<file path="src/rtl/downstream_cancel_accumulator_pkg.sv">
// Shared definitions for the downstream cancel accumulator: default sizes,
// the control FSM encoding and the saturation constant.
package downstream_cancel_accumulator_pkg;

    localparam int CLIENTS_DEF = 32;
    localparam int AMT_W_DEF   = 32;
    localparam int ID_W_DEF    = 5;

    // Wide enough for any supported AMT_W; users slice off the low AMT_W bits.
    localparam logic [63:0] SAT_ALL_ONES = '1;

    typedef enum logic {
        ST_RUN   = 1'b0,
        ST_SWEEP = 1'b1
    } state_e;

endpackage

</file>
<file path="src/rtl/downstream_cancel_accumulator_sat_add.sv">
// Unsigned saturating adder: clamps to all-ones on carry-out and flags it.
module sat_add
    import downstream_cancel_accumulator_pkg::*;
#(
    parameter int AMT_W = AMT_W_DEF
) (
    input  logic [AMT_W-1:0] a_i,
    input  logic [AMT_W-1:0] b_i,
    output logic [AMT_W-1:0] sum_o,
    output logic             sat_o
);

    logic [AMT_W:0] full_sum;

    assign full_sum = {1'b0, a_i} + {1'b0, b_i};
    assign sat_o    = full_sum[AMT_W];
    assign sum_o    = sat_o ? SAT_ALL_ONES[AMT_W-1:0] : full_sum[AMT_W-1:0];

endmodule

</file>
<file path="src/rtl/downstream_cancel_accumulator.sv">
// Per-client accumulator of cancelled quantities with a one-stage write
// pipeline, single-entry clear and a full-table clear sweep.
module downstream_cancel_accumulator
    import downstream_cancel_accumulator_pkg::*;
#(
    parameter int CLIENTS = CLIENTS_DEF,
    parameter int AMT_W   = AMT_W_DEF,
    parameter int ID_W    = ID_W_DEF
) (
    input  logic             clk,
    input  logic             rst_n,
    input  logic             cancel_valid,
    output logic             cancel_ready,
    input  logic [ID_W-1:0]  cancel_client_id,
    input  logic [AMT_W-1:0] cancel_amount,
    input  logic             clear_valid,
    input  logic [ID_W-1:0]  clear_client_id,
    input  logic             clear_all,
    input  logic [ID_W-1:0]  rd_client_id,
    output logic [AMT_W-1:0] rd_cancelled,
    output logic             busy,
    output logic             sat_pulse,
    output logic [15:0]      accepted_count
);

    state_e            state_q, state_d;
    logic [ID_W-1:0]   sweep_idx_q, sweep_idx_d;
    logic              s1_valid_q;
    logic [ID_W-1:0]   s1_id_q;
    logic [AMT_W-1:0]  s1_amt_q;
    logic [AMT_W-1:0]  table_q [CLIENTS];
    logic [AMT_W-1:0]  table_d [CLIENTS];
    logic [AMT_W-1:0]  rd_q;
    logic              sat_q;
    logic [15:0]       count_q;

    logic              in_run;
    logic              accept;
    logic              clear_hit;
    logic [AMT_W-1:0]  add_sum;
    logic              add_sat;

    assign in_run       = (state_q == ST_RUN);
    assign cancel_ready = in_run && !clear_valid && !clear_all;
    assign accept       = cancel_valid && cancel_ready;
    // A same-edge single clear on the pending entry suppresses the write.
    assign clear_hit    = in_run && clear_valid && (clear_client_id == s1_id_q);

    // Write is one edge after accept, so the table already holds every earlier update.
    sat_add #(.AMT_W(AMT_W)) u_sat_add (
        .a_i   (table_q[s1_id_q]),
        .b_i   (s1_amt_q),
        .sum_o (add_sum),
        .sat_o (add_sat)
    );

    always_comb begin
        state_d     = state_q;
        sweep_idx_d = sweep_idx_q;
        case (state_q)
            ST_RUN: begin
                if (clear_all) begin
                    state_d     = ST_SWEEP;
                    sweep_idx_d = '0;
                end
            end
            ST_SWEEP: begin
                sweep_idx_d = sweep_idx_q + 1'b1;
                if (sweep_idx_q == ID_W'(CLIENTS - 1)) begin
                    state_d = ST_RUN;
                end
            end
            default: state_d = ST_RUN;
        endcase
    end

    always_comb begin
        for (int i = 0; i < CLIENTS; i++) begin
            table_d[i] = table_q[i];
        end
        if (s1_valid_q) begin
            table_d[s1_id_q] = add_sum;
        end
        if (in_run && clear_valid) begin
            table_d[clear_client_id] = '0;
        end
        if (!in_run) begin
            table_d[sweep_idx_q] = '0;
        end
    end

    always_ff @(posedge clk or negedge rst_n) begin
        if (!rst_n) begin
            state_q     <= ST_RUN;
            sweep_idx_q <= '0;
            s1_valid_q  <= 1'b0;
            s1_id_q     <= '0;
            s1_amt_q    <= '0;
            rd_q        <= '0;
            sat_q       <= 1'b0;
            count_q     <= '0;
            for (int i = 0; i < CLIENTS; i++) begin
                table_q[i] <= '0;
            end
        end else begin
            state_q     <= state_d;
            sweep_idx_q <= sweep_idx_d;
            s1_valid_q  <= accept;
            if (accept) begin
                s1_id_q  <= cancel_client_id;
                s1_amt_q <= cancel_amount;
            end
            rd_q    <= table_q[rd_client_id];
            sat_q   <= s1_valid_q && add_sat && !clear_hit;
            count_q <= count_q + 16'(accept);
            for (int i = 0; i < CLIENTS; i++) begin
                table_q[i] <= table_d[i];
            end
        end
    end

    assign rd_cancelled   = rd_q;
    assign sat_pulse      = sat_q;
    assign busy           = (state_q == ST_SWEEP);
    assign accepted_count = count_q;

endmodule

</file>
<file path="config.mk">
export PLATFORM = sky130hd
export DESIGN_NAME = downstream_cancel_accumulator
export DESIGN_NICKNAME = d
export VERILOG_FILES = /design/src/rtl/downstream_cancel_accumulator_pkg.sv /design/src/rtl/downstream_cancel_accumulator_sat_add.sv /design/src/rtl/downstream_cancel_accumulator.sv
export SDC_FILE = /design/constraint.sdc
export NUM_CORES = 2
export LEC_CHECK = 0
export BUFFER_PORTS_ARGS = -buffer_cell sky130_fd_sc_hd__buf_2
export CORE_ASPECT_RATIO = 1.5
export CORE_MARGIN = 2
export CORE_UTILIZATION = 47
export DETAILED_ROUTE_END_ITERATION = 7
export PLACE_DENSITY_LB_ADDON = 0.15
export RECOVER_POWER = 50
export SETUP_SLACK_MARGIN = 0.4
export SYNTH_ARGS = -nofsm -noshare
export SYNTH_HDL_FRONTEND = slang
export SYNTH_HIERARCHICAL = 1
export SYNTH_SLANG_ARGS = --single-unit
</file>
<file path="constraint.sdc">
create_clock -name clk -period 9.73 [get_ports clk]
set_input_delay 2.919 -clock clk [delete_from_list [all_inputs] [get_ports clk]]
set_output_delay 2.919 -clock clk [all_outputs]
set_load 0.02 [all_outputs]
</file>
After elaboration in Yosys (flattened, before gate mapping)
Cells that the tools add are included.
{ "word_totals": {"ff_bits": 1117, "in_bits": 52, "output_inout_bits": 51, "elab_cells": 97} }
{ "op_classes": {"n_addsub": 3, "magnitude_cmp": 7, "eq_ne": 3, "mux": 22, "bitwise": 9, "reduce_logical": 13} }
{ "op_table": {"columns": ["operator", "n"], "rows": [
  ["$mux 1024", 3],
  ["$and 1024x1024->1024", 2],
  ["$not 1024->1024", 2],
  ["$bwmux 1024", 1],
  ["$demux 32 s5", 3],
  ["$bmux 32 s5", 2],
  ["$mux 32", 8],
  ["$add 32x32->33", 1],
  ["$ge 6x6->1 const B", 4],
  ["$not 5->6", 4],
  ["$lt 6x1->1 const B", 3],
  ["$add 16x1->16", 1],
  ["$logic_and 1x1->1", 10],
  ["$pmux 5 s2", 1],
  ["$add 5x1->5 const B", 1],
  ["$eq 5x5->1", 1],
  ["$eq 5x5->1 const B", 1],
  ["$mux 5", 1],
  ["$logic_not 1->1", 3],
  ["$mux 1", 2],
  ["$ne 2x2->1 const B", 1],
  ["$pmux 1 s2", 1],
  ["$not 1->1", 1]
]} }

Logic depth before layout (Yosys ltp)
{ "logic_depth": {"ltp_word": 12, "ltp_mapped": 20, "depth_no_buf": 16} }

Modules after synthesis
Netlist, hierarchy kept.
{ "modules_own_cells": {"columns": ["module", "instances", "cells_each", "area_per_inst_um2", "seq_area_each_um2"], "rows": [
  ["downstream_cancel_accumulator", 1, 6509, 60230.3, 27951.8],
  ["sat_add", 1, 265, 1833.0, 0.0]
]} }

Worst setup path before layout
OpenSTA, ideal clock, no wires.
{ "synth_path": {"path_type": "input -> output", "start": "in clear_valid", "end": "out cancel_ready", "arrival_ns": 3.434, "t_required_ns": 6.811, "setup_slack_ns": 3.377, "cell_stages": 1, "n_path_buf": 0, "path_cell_list": "nor3_1"} }
{ "synth_via": {"elab_chain_cells": 3} }
{ "synth_lines": {"columns": ["element", "line", "text"], "rows": [
  ["start, declared", "downstream_cancel_accumulator.sv:16", "input logic clear_valid,"],
  ["$logic_not 1->1", "downstream_cancel_accumulator.sv:44", "assign cancel_ready = in_run && !clear_valid && !clear_all;"],
  ["$logic_and 1x1->1 (2 in a row)", "downstream_cancel_accumulator.sv:44", null],
  ["end, declared", "downstream_cancel_accumulator.sv:13", "output logic cancel_ready,"]
]} }
No other way between the ends.

==> flow_summary.json <==
{
  "p_per_area_nw_per_um2": 186.8,
  "track_usage_pct": 42.64,
  "yosysUniqueCellTypes": 65,
  "drc": 0,
  "grt_setup_unrepaired": "false",
  "grt_remaining_overflow": 0,
  "cts_resized": 0,
  "synth_ff_type": "dfrtp_1",
  "setup-tns-final_ps": 0,
  "arrival_ps": 7760,
  "antenna_found_initial": 17,
  "dp_hpwl_um": 161600,
  "synth-seq-area-share_pct": 45.04,
  "critical-path-top-delay-family": "buffers and inverters",
  "synth_edf_count": 0,
  "hold_violations": 0,
  "grt_max_degree": 159,
  "final_layout_size_suffix_gt1_share_pct": 12.32,
  "synth_top_area_share_pct": 45.04,
  "die_x_um": 300.7,
  "clock_latency_ps": 770,
  "final_core_util_pct": 51.79,
  "worst_ir_drop_vdd_mv": 0.1631,
  "post-cts-setup-buffers": 0,
  "slowest_stage": "clkbuf_2",
  "hold_class": "register to register",
  "path_max_fanout": 148,
  "required_ps": 9630,
  "cts_made_buffers": 113,
  "final_cells": 8357,
  "io_buffers": 102,
  "fin_crit_sh_pct": 80.78,
  "area_delta_synth_final_pct": 9.604,
  "synth_seq_cells": 1117,
  "power.share.clock_pct": 36.8,
  "nNetsFinal": 6619,
  "slew_headroom_pct": -171.8,
  "cts_sinks": 1117,
  "fill_cells": 12040,
  "core-area_um2": 131300,
  "die_h_um": 449.1,
  "report.final.slew_viol_count": 860,
  "grt_pass1_vias": 55690,
  "synth.area.top_cells": "dfrtp_1, nand2_1, mux4_2",
  "setup_viol": 0,
  "hold_buffers": 0,
  "outcome": "finished with violations",
  "p_leak_nw": 28.94,
  "cts_tree": "done",
  "drtIter0Drc": 9474,
  "synth_nets": 6866,
  "ant_nets": 0,
  "start_util_pct": 47.25,
  "yosys_warnings": 6,
  "clk_pin_slew_ps": 60,
  "syn_avg_cell_area_um2": 9.162,
  "ioPinCount": 103,
  "p_sw_w": 0.004563,
  "fmax_mhz": 127.2,
  "route.vias.total": 57950,
  "grt_pass1_wl_um": 409300,
  "syn_area_um2": 62060,
  "finClkSkew_ps": 47.62,
  "p_int_w": 0.008146,
  "drv_cap": 10,
  "ys_async_sr_fraction_pct": 100.0,
  "crit_path_cell_trace": "buf_8 -> clkbuf_1 -> clkbuf_2",
  "crit_buf_inv": 3,
  "sw_frac_of_total_pct": 35.91,
  "min_period_ps": 7860,
  "globalplace.congestion": 0.9709,
  "critPathLaunchType": "input port",
  "p_comb_share_pct": 24.1,
  "placed_cell_area_um2": 64340,
  "critical_path_class": "input port to asynchronous set/reset pin",
  "routed_wl_um": 292500,
  "clockBufferDepth": 3,
  "die_area_um2": 135000,
  "violations": "capacitance limit, slew limit",
  "clock-root-buffer": "clkbuf_16",
  "htreeDepth": 3,
  "synthCells": 6774,
  "fin_area_um2": 68020,
  "dp.cells": 8144,
  "wl_per_cell_um": 35.00,
  "worstMarginPinSlew_ps": 4077,
  "num_rows": 163,
  "worst_setup_path_end_kind": "asynchronous set/reset pin",
  "slowest_delay_ps": 2820,
  "vias_per_cell": 6.934,
  "synth.largest_area_cell": "dfrtp_1",
  "firstDrtPassIters": 7,
  "seqPwrFrac_pct": 39.1
}
==> sequential cells by signal, summed over array words and instances, names as in the netlist <==
signal          cells
accepted_count     16
busy                1
rd_cancelled       32
s1_amt_q           32
s1_id_q             5
s1_valid_q          1
sat_pulse           1
sweep_idx_q         5
table_q          1024
==> cell usage after synthesis, types with 11 or more instances <==
master    instances
buf_1            38
a21oi_1        1147
a31oi_1          37
buf_2           232
and3_1           12
a21o_1           16
mux4_2          256
dfrtp_1        1117
nand4_1          42
o21ai_0          18
nand3b_1         11
nand3_1         110
nor2_2           11
a22oi_1         224
clkbuf_1        349
xor2_1           23
o22ai_1          24
nand2_1        2241
mux2i_1         514
nor2_1           46
ha_1             39
xnor2_1          24
nor3_1           39
mux2_2           37
a22o_1           65
==> layout by cell type (no fill, tap or decap), types with 13 or more instances in the layout <==
master / n
nor2_4: 34
buf_4: 137
buf_12: 13
ha_1: 39
o21ai_0: 17
clkbuf_8: 19
nor2_1: 23
xor2_1: 23
mux2_2: 36
a21o_1: 16
clkbuf_16: 117
o22ai_4: 32
a21oi_1: 1147
buf_2: 54
nand2_1: 2208
dfrtp_1: 1115
a22o_1: 65
mux4_2: 256
a22oi_1: 224
xnor2_1: 24
clkbuf_1: 79
mux2i_1: 514
nand3_1: 110
a31oi_1: 37
nand2_2: 22
nand4_1: 42
nor3_1: 39
clkinv_2: 27
==> per-stage QoR <==
step	power [W]	setup slack [ps]	hold slack, ps
after CTS	0.01259	2681	471.8
after global placement	0.007983	2760	451.5
final	0.01271	1870	466.2
after detailed placement	0.007993	2736	459.7
after global routing	0.01293	1193	495.5
after floorplan	0.006616	3377	484.9
==> metal layers <==
layer | track usage, % | up-vias | share of wire [%]
met5 | 0 | - | 0.030
met4 | 33.28 | 12 | 9.4
met3 | 12.73 | 1362 | 14
met2 | 60.37 | 4920 | 42
met1 | 54.33 | 28590 | 35
li1 | - | 23060 | -
==> power by group through the flow <==
stage	clock (W)	sequential (W)	combinational, W
after floorplan	0	0.00491	0.00171
after global placement	0	0.00504	0.00294
after detailed placement	0	0.00504	0.00295
after CTS	0.00468	0.00496	0.00296
after global routing	0.00485	0.00497	0.00310
final	0.00467	0.00497	0.00307
==> area by class of cell <==
class | count | area, µm² | share of cell area [%]
multi-input cells | 5026 | 32240 | 47.39
flip-flops and latches | 1117 | 27960 | 41.10
clock buffers | 162 | 3287 | 4.832
well taps | 1732 | 2167 | 3.186
repair buffers | 263 | 1808 | 2.658
clock inverters | 42 | 520.5 | 0.7652
inverters | 6 | 22.52 | 0.03311
diodes | 9 | 22.52 | 0.03311
==> logic make-up (layout without fill, tap and decap cells) <==
group,Yosys count,after routing,share of synthesized area [%]
DFF,1117,1117,45.04
AOI/OAI and AO/OA,1571,1571,14.46
buffers and inverters,631,473,4.338
other,0,9,0
xor gates and xnor gates,47,47,0.6633
and+or+nand+nor,2561,2561,16.43
muxes,807,807,18.25
adders and majority gates,40,40,0.8185
==> worst paths after layout <==
kind	from	endpoint	slack, ps	depth (start not counted)
min in group asynchronous	rst_n	rd_cancelled[31]	2150	1
min reg2reg	accepted_count[15]	accepted_count[15]	470	1
max	rst_n	table_q[334]	1870	3
min	accepted_count[15]	accepted_count[15]	470	1
max reg2reg	s1_id_q[3]	table_q[254]	2300	15
max in group clk	s1_id_q[3]	table_q[254]	2300	15
(Power assumes the default switching activity.)
